### src/rtl/altr_hps_interface_register_bank.sv
// Multi-stage interface register bank with valid, stall and flush.
// In test mode every flop, valid bits included, forms one serial scan chain.
module altr_hps_interface_register_bank #(
  parameter int               WIDTH     = 8,
  parameter int               DEPTH     = 2,
  parameter logic [WIDTH-1:0] RESET_VAL = {WIDTH{1'b0}}
) (
  input  logic             clk,
  input  logic             rst,
  input  logic             test_ctrl,
  input  logic             scanen,
  input  logic             en,
  input  logic             flush,
  input  logic             valid_in,
  input  logic [WIDTH-1:0] data_in,
  input  logic             scan_in,
  output logic [WIDTH-1:0] data_out,
  output logic             valid_out,
  output logic             scan_out
);

  localparam int SW = WIDTH + 1;
  localparam int N  = DEPTH * SW;

  // Stage s occupies chain[s*SW +: SW]: valid in the low bit, data above it.
  logic [N-1:0] chain;
  logic [N-1:0] chain_next;
  logic [N-1:0] rst_vec;
  logic [N-1:0] vld_mask;
  logic [N-1:0] adv_vec;
  logic         shift;

  for (genvar s = 0; s < DEPTH; s++) begin : g_stage
    assign rst_vec[s*SW]              = 1'b0;
    assign rst_vec[s*SW+1 +: WIDTH]   = RESET_VAL;
    assign vld_mask[s*SW]             = 1'b1;
    assign vld_mask[s*SW+1 +: WIDTH]  = {WIDTH{1'b0}};
    if (s == 0) begin : g_first
      assign adv_vec[0 +: SW] = {data_in, valid_in};
    end else begin : g_rest
      assign adv_vec[s*SW +: SW] = chain[(s-1)*SW +: SW];
    end
  end

  assign shift = scanen | test_ctrl;

  always_comb begin
    chain_next = chain;
    if (shift) begin
      chain_next = {chain[N-2:0], scan_in};
    end else if (flush) begin
      chain_next = chain & ~vld_mask;
    end else if (en) begin
      chain_next = adv_vec;
    end
  end

  always_ff @(posedge clk) begin
    if (rst) begin
      chain <= rst_vec;
    end else begin
      chain <= chain_next;
    end
  end

  assign data_out  = chain[(DEPTH-1)*SW+1 +: WIDTH];
  assign valid_out = chain[(DEPTH-1)*SW];
  assign scan_out  = chain[N-1];

endmodule

### config.mk
export PLATFORM = sky130hd
export DESIGN_NAME = altr_hps_interface_register_bank
export DESIGN_NICKNAME = d
export VERILOG_FILES = /design/src/rtl/altr_hps_interface_register_bank.sv
export SDC_FILE = /design/constraint.sdc
export NUM_CORES = 1
export LEC_CHECK = 0
export CAP_MARGIN = 20
export CORE_ASPECT_RATIO = 1.5
export CORE_MARGIN = 2
export CORE_UTILIZATION = 41
export DETAILED_ROUTE_END_ITERATION = 8
export PLACE_DENSITY = 0.81
export SLEW_MARGIN = 40
export SYNTH_ARGS = -nofsm -noshare
export SYNTH_HDL_FRONTEND = slang
export SYNTH_SLANG_ARGS = --single-unit
### constraint.sdc
create_clock -name clk -period 1 [get_ports clk]
set_input_delay 0.25 -clock clk [delete_from_list [all_inputs] [get_ports clk]]
set_output_delay 0.25 -clock clk [all_outputs]
set_load 0.005 [all_outputs]
==> key figures, run 1 <==
Place
  – Post-detail-place hpwl: about 1300 um
  – Number of port buffers: 25
  – GP Congestion: between 0.6 and 0.7
  – Worst slack, placed: -0.559 ns

Finish
  – Top reg by flops: chain
  – Final core occ: 0.646
  – Share of cells above drive strength 1: 0.449
  – P&R area growth vs syn: 48.5%
  – Number of flip-flops in the largest register: 18
  – Diode count: 0
  – Biggest regs: chain (18)
  – Net total in the final layout: between 100 and 150

Setup path
  – Worst path required time: 0.75 ns
  – Slowest-stage cell, CP: dfxtp_2
  – Critical path arrival: approximately 0.83 ns
  – Number of buffers and inverters on the critical path: 2
  – Crit path cell chain: buf_6, buf_6
  – Critical path type: flip-flop to output port
  – Setup crit start kind: flip-flop
  – Crit. End Element: output port
  – CP delay by family, top: flip-flops
  – Crit-path max cell delay: 0.34 ns
  – Most used cell, CP: buf_6
  – Max FO, Critical Path: 2

Global route
  – GRT Util Overall: 0.176
  – First-pass GRT wire length: 3380 um
  – Largest net degree at the start of global routing: 33
  – Total gr overflow: 0
  – Vias in the first global route: about 840
  – Initial antenna violation count: 0

Synthesis
  – Syn Inst Count: 92
  – Yosys warns: 0
  – Post-synthesis sequential area ratio: 0.409
  – Flip-flop and latch count after synthesis: 18
  – Cell variety after synth: 15
  – Syn nets: roughly 110
  – Synth Cell Area: between 800 and 900 um^2
  – Mapped Avg Cell Area: between 9 and 10 um^2

STA
  – Fmax: ~900 MHz
  – Final hold slack: between 0.3 and 0.4 ns
  – Slew HR: 0.828
  – Post-layout min period: roughly 1.1 ns
  – Actual slew at the worst max-slew pin: 0.257 ns
  – Post-route setup TNS: -0.0908 ns
  – Final hold vios: 0
  – RSZ-0062 raised after global routing: yes
  – Slew Limit Fails: 0
  – Tcrit/Tclk final: 1.08
  – Number of setup violations in the final report: 2
  – Clock Skew: 0.00947 ns
  – Setup WS post-layout: -0.0825 ns

CTS
  – TritonCTS sink count: 18
  – TritonCTS buffer count: 3
  – CTS root buf: clkbuf_4
  – Clk slew on worst S/H paths: 0.11 ns
  – Bufs on Longest Clock Path: 2
  – Clk_lat worst skew: between 0.2 and 0.3 ns
  – CTS tree: built
  – Htree depth: 1

Drt
  – Drt pass-1 iters: 4
  – DRC: 0
  – Antenna-violating nets left: 0
  – Vias per std cell: approximately 5.2
  – Starting DRT DRC Count: 11
  – Met3 routed WL: just over 90 um
  – Met2 WL post-DR: 1090 um
  – Top Layer Used: met4
  – Total number of vias: 779
  – WL per Instance: 13.2 um
  – WL final: 1970 um
  – Met1 WL: between 700 and 800 um

Power
  – Power share of the clock group: 0.277
  – Pwr per Cell Area: around 1200 nW/um^2
  – Combinational share of power: 0.229
  – Switching pwr: between 400 and 500 uW
  – Sw Share: 0.250
  – LEAKAGE: slightly above 0.6 nW
  – Reg power frac: 0.495
  – Int Pwr: 1.21 mW
  – Max VDD drop: between 0.7 and 0.8 mV

Die
  – Die width: roughly 42 um
  – # rows: 20
  – Top-level port count: 26
  – Die H: between 60 and 70 um
  – Starting Density: 0.435
  – Full die area: about 2500 um^2
  – Core Region: a little over 2000 um^2

Run status
  – Status: complete, but fails checks
  – Violated checks: setup timing

Worst hold path
  – Worst hold path type: primary input to flip-flop

Run
  – Max_cap viols: 0
## cells in the mapped netlist
| cell | count | area [um^2] |
|---|---|---|
| dfxtp_1 | 18 | 360 |
| mux2i_1 | 18 | 180 |
| nor2_1 | 17 | 63.8 |
| a211oi_1 | 16 | 120 |
| buf_4 | 8 | 60.1 |
| a21oi_1 | 2 | 10.0 |
| buf_2 | 2 | 10.0 |
| clkbuf_1 | 2 | 7.51 |
| nand2_1 | 2 | 7.51 |
| or3_1 | 2 | 12.5 |
| buf_1 | 1 | 3.75 |
| buf_12 | 1 | 20.0 |
| buf_6 | 1 | 11.3 |
| nand2b_2 | 1 | 8.76 |
| or2_1 | 1 | 6.26 |
## power by group through the flow
stage          Combinational [mW]  Clock, mW  Sequential [mW]
3_5_place_dp                0.320          0            0.807
2_1_floorplan               0.183          0            0.803
6_report                    0.368      0.446            0.797
5_1_grt                     0.403      0.477            0.804
4_1_cts                     0.340      0.448            0.795
3_3_place_gp                0.312          0            0.805
## metal layers
layer | vias to the layer above | global-route usage
li1 | 388 | -
met1 | 364 | 0.182
met2 | 22 | 0.330
met3 | 5 | 0.0268
met4 | 0 | 0.111
met5 | - | 0
## area by class of cell
cell class                 instances  area, um^2
fill                             156         717
multi-input combinational         59         453
sequential                        18         373
tap                               22        27.5
timing repair buffer              46         420
clock buffer                       4        36.3
## placed cells by master, fill, tap and decap left out
cell type	netlist	final
a21oi_1	2	2
clkbuf_2	0	1
nand2b_4	0	1
buf_2	2	7
buf_6	1	7
mux2i_1	18	17
clkbuf_8	0	1
dfxtp_2	0	10
a211oi_1	16	10
or2_4	0	1
or3_1	2	2
dfxtp_1	18	8
dlygate4sd2_1	0	1
a211oi_2	0	6
mux2i_2	0	1
clkdlybuf4s15_1	0	2
clkbuf_4	0	3
clkdlybuf4s50_1	0	10
nand2_1	2	2
buf_12	1	3
nor2_1	17	16
buf_4	8	15
nor2_2	0	1
## final timing paths
| check | from | endpoint | slack (ns) | cells past startpoint |
|---|---|---|---|---|
| max reg2reg | chain[9]$_SDFFE_PP0P_ | chain[9]$_SDFFE_PP0P_ | 0.01 | 4 |
| min reg2reg | chain[8]$_SDFFE_PP0P_ | chain[9]$_SDFFE_PP0P_ | 0.47 | 2 |
| max | chain[17]$_SDFFE_PP0P_ | data_out[7] | -0.08 | 2 |
| min | flush | chain[9]$_SDFFE_PP0P_ | 0.35 | 3 |
## logic make-up (layout without fill, tap and decap cells)
kind of cell	after synthesis	after routing	synth area share
buffers and inverters	15	50	0.128
DFF	18	18	0.409
and+or+nand+nor	23	23	0.112
AOI/OAI and AO/OA	18	18	0.148
muxes	18	18	0.204
## per-stage QoR
step | instance area (um^2) | total power, mW | std cells
floorplan | 890 | 0.987 | 92
global placement | 1160 | 1.12 | 136
detailed placement | 1160 | 1.13 | 136
CTS | 1260 | 1.58 | 149
global route | 1310 | 1.68 | 149
finish | 1310 | 1.61 | 149
## worst min-delay path, stage by stage
cell	delay, ns
clkdlybuf4s15_1	0.20
or3_1	0.11
a21oi_1	0.05
## timing repair
action,CTS,global route
setup buffers,10,0
hold buffers,0,0
gates resized for setup,63,13
setup endpoints to repair,28,26
pin swaps,5,5
Power figures use the tool's default switching activity.
==> inputs of run 2 (changes only) <==
--- a/config.mk
+++ b/config.mk
@@ -10,6 +10,8 @@
 export CORE_MARGIN = 2
 export CORE_UTILIZATION = 41
 export DETAILED_ROUTE_END_ITERATION = 8
+export GPL_TIMING_DRIVEN = 0
+export HOLD_SLACK_MARGIN = 0.02
 export PLACE_DENSITY = 0.81
 export SLEW_MARGIN = 40
 export SYNTH_ARGS = -nofsm -noshare
==> run 2 against run 1 <==
  * The run still ends with setup timing left
  * Cell count decreased by 2.7%
  * Wire length increased by 9.3%
  * Sequential share of layout area increased by 0.43 points
  * Clock skew decreased by 0.0062 ns
  * Die area unchanged
  * Power increased by 1.7%
  * Count of clock-buffer cells in the layout unchanged
  * Non-clock buffer count decreased by 4
  * Maximum frequency decreased by 2.9%
  * Flip-flop and latch count unchanged
==> key figures, run 2 (same netlist as run 1, synthesis figures left out) <==
CTS
  – Htree depth: 1
  – Bufs on Longest Clock Path: 2
  – TritonCTS sink count: 18
  – CTS Hold Bufs: 0
  – CTS root buf: clkbuf_4
  – Clk slew on worst S/H paths: roughly 0.11 ns
  – Clk_lat worst skew: about 0.31 ns
  – TritonCTS buffer count: 3
  – CTS tree: built

Finish
  – Most common cell after layout, fill and taps aside: mux2i_1
  – Design area: 1290 um^2
  – Top reg by flops: chain
  – Number of flip-flops in the largest register: 18
  – Net total in the final layout: 140
  – Area of the multi-input gates: around 450 um^2
  – Highest-count cells in the layout ignoring fill and taps: mux2i_1, nor2_1, a211oi_1, buf_4, buf_6
  – Register Area: around 370 um^2
  – P&R area growth vs syn: 45.8%
  – Diode count: 0
  – Final core occ: 0.635
  – Fillers: between 150 and 200
  – Share of cells above drive strength 1: 0.398
  – Biggest regs: chain (18)

Setup path
  – Setup crit start kind: flip-flop
  – Path depth of the worst reg2reg path: 4
  – CP endpoint: data_out[7]
  – Number of buffers and inverters on the critical path: 2
  – Critical path type: flip-flop to output port
  – Crit-path max cell delay: 0.35 ns
  – Slowest-stage cell, CP: dfxtp_2
  – Worst path required time: 0.75 ns
  – Max FO, Critical Path: 3
  – Critical path arrival: ~0.86 ns
  – Crit path launch: chain[17]$_SDFFE_PP0P_
  – RR Startpoint: chain[9]$_SDFFE_PP0P_
  – Reg2reg setup slack: 0 ns
  – Critical Path Stages: 2
  – Reg-to-Reg End: chain[9]$_SDFFE_PP0P_
  – Most used cell, CP: buf_6
  – CP delay by family, top: flip-flops
  – Crit path cell chain: buf_6, buf_6
  – Crit. End Element: output port

STA
  – RSZ-0062 raised after global routing: yes
  – Tcrit/Tclk final: 1.11
  – Post-layout min period: 1.11 ns
  – Post-route setup TNS: -0.229 ns
  – Setup WS post-layout: -0.114 ns
  – Number of setup violations in the final report: 11
  – Final hold vios: 0
  – Slew Limit Fails: 0
  – Clock Skew: 0.00325 ns
  – Fmax: around 900 MHz
  – Actual slew at the worst max-slew pin: 0.482 ns
  – Slew HR: 0.679

Worst hold path
  – Worst hold path type: primary input to flip-flop
  – Hold Path Origin: flush

Drt
  – Drt pass-1 iters: 4
  – Starting DRT DRC Count: 32
  – WL per Instance: 14.8 um
  – Antenna-violating nets left: 0
  – DRC: 0
  – WL final: around 2100 um
  – Vias per std cell: ~5.5
  – Total number of vias: 791

Place
  – Worst slack, placed: -0.658 ns
  – Post-detail-place hpwl: about 1300 um
  – GP Congestion: ~0.73
  – Number of port buffers: 24
  – Area after DPL: about 1200 um^2

Global route
  – GRT Util Overall: 0.183
  – Vias in the first global route: roughly 800
  – Total gr overflow: 0
  – Initial antenna violation count: 0
  – First-pass GRT wire length: roughly 3500 um
  – Largest net degree at the start of global routing: 11

Run status
  – Status: complete, but fails checks
  – Violated checks: setup timing

Power
  – LEAKAGE: ~0.59 nW
  – Max VDD drop: roughly 0.85 mV
  – Pwr per Cell Area: between 1000 and 1500 nW/um^2
  – Total power: 1.64 mW

Die
  – Die width: about 42 um
  – Full die area: ~2500 um^2
  – Starting Density: 0.435
  – Die H: just over 60 um
  – Top-level port count: 26
  – Core Region: 2030 um^2
  – # rows: 20

Run
  – Max_cap viols: 0
run 2: cell types whose count changed in the layout (fill, tap and decap cells not counted), moves of 2 or more:
cell / delta
clkbuf_2: +2
buf_12: -2
buf_6: +3
buf_2: -5
a211oi_2: -3
a211oi_1: +3
buf_4: -4
run 2: final cells by class:
type,instances,area share
Clock buffer,4,0.0282
Buffer,7,0.0467
Tap cell,22,0.0214
Timing Repair Buffer,35,0.268
Sequential cell,18,0.289
Multi-Input combinational cell,59,0.347
run 2: how the worst min path moves through the flow:
stage / to / slack (ns) / cells after the start
final: chain[9]$_SDFFE_PP0P_ / 0.33 / 3
after global routing: chain[0]$_SDFFE_PP0P_ / 0.39 / 3
after CTS: chain[0]$_SDFFE_PP0P_ / 0.38 / 3
after detailed placement: chain[9]$_SDFFE_PP0P_ / 0.47 / 2
after global placement: chain[9]$_SDFFE_PP0P_ / 0.47 / 2
after floorplan: chain[0]$_SDFFE_PP0P_ / 0.39 / 2
run 2: routing by layer:
layer / global-route usage / share of wire
met5: 0 / 0
met3: 0.0357 / 0.048
met2: 0.319 / 0.53
met1: 0.199 / 0.38
met4: 0.134 / 0.037
run 2: repair_timing:
action	4_1_cts	5_1_grt
gates resized for setup	70	11
cloned	1	0
pin swaps	3	2
buffers inserted	10	0
endpoints found under the setup margin	28	24
run 2: worst register-to-register path: cells and delay by family (launching register included):
family                 cells  cell delay, ns
muxes                      1            0.05
DFF                        1            0.35
and+or+nand+nor            1            0.31
AOI/OAI and AO/OA          1            0.12
buffers and inverters      1            0.11
run 2: through the flow:
| stage | hold WS [ns] | cells |
|---|---|---|
| after global routing | 0.390 | 145 |
| after detailed placement | 0.473 | 138 |
| after CTS | 0.379 | 145 |
| after floorplan | 0.390 | 92 |
| final | 0.334 | 145 |
| after global placement | 0.472 | 138 |
run 2: report_power, final:
group          switching [mW]  leakage, nW  internal (mW)
registers              0.0336        0.152          0.766
logic                   0.149        0.420          0.213
clock network           0.255       0.0210          0.223
total                   0.437        0.592           1.20
==> edit 1 (settings of run 1) <==
`WIDTH`: 8 -> 7.
--- a/src/rtl/altr_hps_interface_register_bank.sv
+++ b/src/rtl/altr_hps_interface_register_bank.sv
@@ -1,7 +1,7 @@
 // Multi-stage interface register bank with valid, stall and flush.
 // In test mode every flop, valid bits included, forms one serial scan chain.
 module altr_hps_interface_register_bank #(
-  parameter int               WIDTH     = 8,
+  parameter int               WIDTH     = 7,
   parameter int               DEPTH     = 2,
   parameter logic [WIDTH-1:0] RESET_VAL = {WIDTH{1'b0}}
 ) (
Ports: changed (resized data_in and data_out); port bits go from 26 to 24. No check against the original RTL was run, so the function may have changed too.
==> edit 1 against run 1 <==
The flow still finishes with violations (setup timing). Sequential share of layout area is 2.4 points lower. Clock power is 2% lower. Routed wire length is 1.7% higher. Area after synthesis is 9.9% lower. Worst setup slack better by 0.0019 ns. Power is 5.1% lower. Design area is 3.0% lower. Die area is 9.2% lower. Sequential cell count is 2 lower. Core utilization is 4.8 points higher. Largest power group unchanged.
==> edit 1: results (changes against run 1) <==
- The flow ran to the end, but the final reports show violations.
- Failing checks: setup timing
- The total of warnings raised by yosys was 0 (unchanged).
- Area contributors post-synth: sky130_fd_sc_hd__dfxtp_1 40%, sky130_fd_sc_hd__mux2i_1 20%, sky130_fd_sc_hd__a211oi_1 13%
- Highest ir drop seen on vdd: 0.0007221 V (-8.5%)
- The maximum buffer depth of the clock tree was 2 (unchanged).
- The flip-flop count of the largest register, all copies and words added came to 16 (-2).
- Worst slack at placement: -0.5990 ns (-0.04002 ns)
- Vias in the first global route: 776 (-7.3%)
- Filler cell count: 138 (-12%)
- Largest net degree at the start of global routing: 17 (-48%)
- The final hold slack was 0.3766 ns (+0.03132 ns).
* Final estimated routing congestion in global placement: 0.8092 (+18%)
- Total cell area at the placement stage: 0.001059 mm^2 (-8.7%)
- First-pass GRT wire length: 3277 um (-3.1%)
* WL final: 1999 um (+1.7%)
- Antenna violations before repair: 0 (unchanged)
- Post-Synthesis Net Count: 97 (-10%)
* Regs by FF count: chain: 16 flops
- Leakage power summed over all cells: 0.5713 nW (-5.8%)
- On the worst path, the slowest cell contributes a delay of 0.33 ns.
* Worst relative slew slack: 83.78% (+1.0 points)
* Setup ws final: -0.08061 ns (+0.001885 ns)
- The biggest fanout along the worst timing path was 2 (unchanged).
- The total global routing track utilization came to 20.46% (+2.9 points).
* Final setup violation count: 2 (unchanged)
- Initial detailed-routing violation count: 13 (+2)
* Ratio of cells with drive above 1 in the final layout: 52.21% (+7.3 points)
- Final layout net count: 129 (-10%)
* Ranking of synthesized cells by instance count: 16 x sky130_fd_sc_hd__dfxtp_1, 16 x sky130_fd_sc_hd__mux2i_1, 14 x sky130_fd_sc_hd__a211oi_1, 14 x sky130_fd_sc_hd__nor2_1, 7 x sky130_fd_sc_hd__buf_4
- The clock transition time at the flip-flop clock pins of the worst setup and hold paths was 0.09 ns (-0.02 ns).
- DPL Wire Length: 1098 um (-13%)
- The post-synthesis sequential area ratio came to 40.31% (-0.54 points).
- Port bufs: 23 (-8.0%)
- The proportion of total power due to net switching came to 26.07% (+1.0 points).
* Via Count: 738 (-5.3%)
- The clock latency reported for the late side of the worst-skew pair is 0.29 ns (about the same).
[edit 1: cell count changes in the layout (fill, tap and decap cells not counted), moves of 2 or more]
cell	run 1	this run
sky130_fd_sc_hd__a211oi_1	10	2
sky130_fd_sc_hd__buf_6	7	5
sky130_fd_sc_hd__buf_4	15	10
sky130_fd_sc_hd__a211oi_2	6	12
sky130_fd_sc_hd__nor2_1	16	14
sky130_fd_sc_hd__mux2i_1	17	14
[edit 1: power groups by stage]
| stage | combinational, mW | sequential, mW | clock [mW] |
|---|---|---|---|
| detailed placement | 0.294 | 0.717 | 0 |
| global placement | 0.287 | 0.716 | 0 |
| global route | 0.411 | 0.715 | 0.472 |
| floorplan | 0.165 | 0.714 | 0 |
| CTS | 0.363 | 0.705 | 0.446 |
| finish | 0.384 | 0.709 | 0.436 |
[edit 1: cell type report]
type	count	area (um^2)	share of cell area, %
flip-flops and latches	16	331.6	26.08
well taps	21	26.28	2.067
clock buffers	4	36.28	2.854
repair buffers	40	419.2	32.97
multi-input cells	53	457.9	36.02
[edit 1: metrics by stage]
stage	std cells	TNS (ns)	utilization, %
after floorplan	82	0	-
after global placement	123	-8.187	57.83
after detailed placement	123	-8.637	57.83
after CTS	134	-0.09611	67.60
after global routing	134	-0.2775	69.45
final	134	-0.08376	69.45
[edit 1: layer usage]
| layer | global-route usage, % | part of all wire (%) |
|---|---|---|
| met5 | 0 | 0 |
| met4 | 10.84 | 1.3 |
| met3 | 3.831 | 4.0 |
| met2 | 35.48 | 57 |
| met1 | 21.71 | 38 |
[edit 1: kinds of logic after synthesis]
| family | Yosys count | share of synthesized area [%] |
|---|---|---|
| compound gates | 16 | 14.49 |
| buf+inv | 13 | 12.60 |
| flops | 16 | 40.32 |
| mux | 16 | 20.16 |
| simple gates | 21 | 12.44 |
[edit 1: what timing repair did]
action / in CTS / in global routing
hold endpoints to repair: 0 / 0
endpoints found under the setup margin: 25 / 16
pin swaps: 5 / 4
gates cloned: 2 / 0
resized for setup: 64 / 12
buffers inserted: 5 / 0
[edit 1: worst reg2reg max path, delay by kind of cell (launching register included)]
| family | cells | cell delay, ns |
|---|---|---|
| flip-flops | 1 | 0.34 |
| AND/OR/NAND/NOR | 1 | 0.31 |
| AO/OA/AOI/OAI | 1 | 0.12 |
| buffers and inverters | 1 | 0.10 |
| multiplexers | 1 | 0.05 |
[edit 1: final timing paths]
kind / endpoint / cells past startpoint / start
setup / recovery: data_out[6] / 2 / chain[15]
hold / removal: chain[8] / 3 / flush
setup reg to reg: chain[8] / 4 / chain[8]
hold reg to reg: chain[8] / 2 / chain[7]
==> edit 2 (settings of run 1) <==
Made on the original files. Put a register stage on the outputs `data_out`, `valid_out` and `scan_out`, without a reset. The values now appear one clock later.
--- a/src/rtl/altr_hps_interface_register_bank.sv
+++ b/src/rtl/altr_hps_interface_register_bank.sv
@@ -63,9 +63,11 @@
     end
   end
 
-  assign data_out  = chain[(DEPTH-1)*SW+1 +: WIDTH];
-  assign valid_out = chain[(DEPTH-1)*SW];
-  assign scan_out  = chain[N-1];
+  always_ff @(posedge clk) begin
+    data_out  <= chain[(DEPTH-1)*SW+1 +: WIDTH];
+    valid_out <= chain[(DEPTH-1)*SW];
+    scan_out  <= chain[N-1];
+  end
 
 endmodule
 
Check against the original RTL: not equivalent (Yosys sat finds a counterexample within 4 cycles, from zero or initial values and one cycle with rst high).
==> edit 2 against run 1 <==
The flow still finishes with violations (setup timing). Sequential cell count up 9. Routed wire length decreased by 0.15%. Largest power group unchanged. Worst hold slack improved by 0.023 ns. Worst setup slack worse by 0.044 ns. Critical path type unchanged. Via count fell by 2.7%. Die area rose by 13%. First-iteration DRC count is 36% lower. Area after synthesis is 14% higher. Combinational power down 22%. Power rose by 21%. Non-clock buffer count down 17. Count of clock-buffer cells in the layout unchanged. Design area is 0.48% lower.
==> edit 2: results (changes against run 1) <==
- Worst-case clock skew: 0.007066 ns (-0.002405 ns)
- The total of warnings raised by yosys is 0 (unchanged).
- Total cell area at the placement stage: 0.001287 mm^2 (+11%)
- Final layout net count: 137 (-4.9%)
- The critical path arrival came to 0.88 ns (+0.05 ns).
* GRT Overall Usage: 15.20% (-2.4 points)
- Via Count: 758 (-2.7%)
* Number of optimization iterations in the first detailed-route pass: 3 (-1)
* Highest ir drop seen on vdd: 0.0007127 V (-9.7%)
* Ratio of cells with drive above 1 in the final layout: 21.67% (-23 points)
- The number of standard cells in the layout, taps in and fillers out is 144 (-3.4%).
- In this run the worst setup path begins at data_out[7].
* Clock-pin slew on the worst setup and hold paths: 0.15 ns (+0.04 ns)
- Number of setup buffers added after CTS: 1 (-9)
- The number of placed instances with taps included came to 138 (+1.5%).
- Leakage power summed over all cells: 0.5853 nW (-3.4%)
- Setup ws final: -0.1269 ns (-0.04445 ns)
* Worst min path class: flop to flop
- Family with the most delay on the worst path: flip-flops
- Worst reg2reg setup slack: 0.08 ns (+0.07 ns)
* Failing checks: setup timing
- The worst relative slew slack came to 85.75% (+3.0 points).
- Number of buffers inserted during clock tree synthesis: 3 (unchanged)
- The wire length reported by the detailed router came to 1963 um (-0.15%).
- Ranking of synthesized cells by instance count: 27 x sky130_fd_sc_hd__dfxtp_1, 18 x sky130_fd_sc_hd__mux2i_1, 17 x sky130_fd_sc_hd__nor2_1
* Area contributors post-synth: sky130_fd_sc_hd__dfxtp_1 54%, sky130_fd_sc_hd__mux2i_1 18%, sky130_fd_sc_hd__a211oi_1 12%
- Filler cell count: 212 (+36%)
* Worst-case reg-to-reg path depth: 3 (-1)
- Cells resized by post-CTS repair: 48 (-24%)
- The global-route wire length before repair came to 3263 um (-3.5%).
* Regs by FF count: chain: 18 flops, data_out: 8 flops, valid_out: 1 flops
* Final setup violation count: 8 (+6)
* Initial detailed-routing violation count: 7 (-4)
- The depth of the worst hold-timing path is 0 (-3).
- Hold_ws: 0.3685 ns (+0.02316 ns)
* Vias in the first global route: 737 (-12%)
- Result of the run: finished with violations
- Hold Crit Start: chain[17]
- Among all stages on the critical path, the largest delay is contributed by sky130_fd_sc_hd__dfxtp_2.
- For hold timing, the worst endpoint is data_out[7].
- Final estimated routing congestion in global placement: 0.7518 (+9.5%)
* Worst-case clock buffer depth: 2 (unchanged)
- Timing endpoint of the critical path: scan_out
* Count of mapped cells out of synthesis: 94 (+2.2%)
* Fraction of the yosys area taken by sequential cells: 53.53% (+13 points)
* Worst slack at placement: -0.5512 ns (+0.007744 ns)
- Aggregate negative setup slack: -0.1997 ns (-0.1090 ns)
- The placed wire-length estimate is 1296 um (+3.1%).
- Post-Synthesis Net Count: 110 (+1.9%)
- Worst skew pair latency: 0.32 ns (+0.03 ns)
-- edit 2: layout make-up --
cell class | instances | area [um^2] | share of cell area (%)
Timing Repair Buffer | 29 | 269.0 | 20.63
Clock buffer | 4 | 26.28 | 2.015
Tap cell | 24 | 30.03 | 2.303
Multi-Input combinational cell | 60 | 432.9 | 33.21
Sequential cell | 27 | 545.5 | 41.84
-- edit 2: cell families after synthesis --
kind of cell / count (synthesis) / synth area share (%)
muxes: 18 / 17.84
and+or+nand+nor: 23 / 9.790
DFF: 27 / 53.53
buffers and inverters: 8 / 5.948
AOI/OAI and AO/OA: 18 / 12.89
-- edit 2: routing by layer --
layer	track usage (%)	vias up	part of all wire [%]	wire (um)
met1	17.89	363	45	875
met5	0	-	0	0
met4	7.955	0	1.1	22
met3	2.507	2	2.9	57
met2	25.36	9	51	1007
li1	-	384	-	-
-- edit 2: power breakdown --
group / switching, mW / internal, mW
Combinational: 0.122 / 0.163
Sequential: 0.0387 / 1.14
Clock: 0.319 / 0.156
Total: 0.480 / 1.46
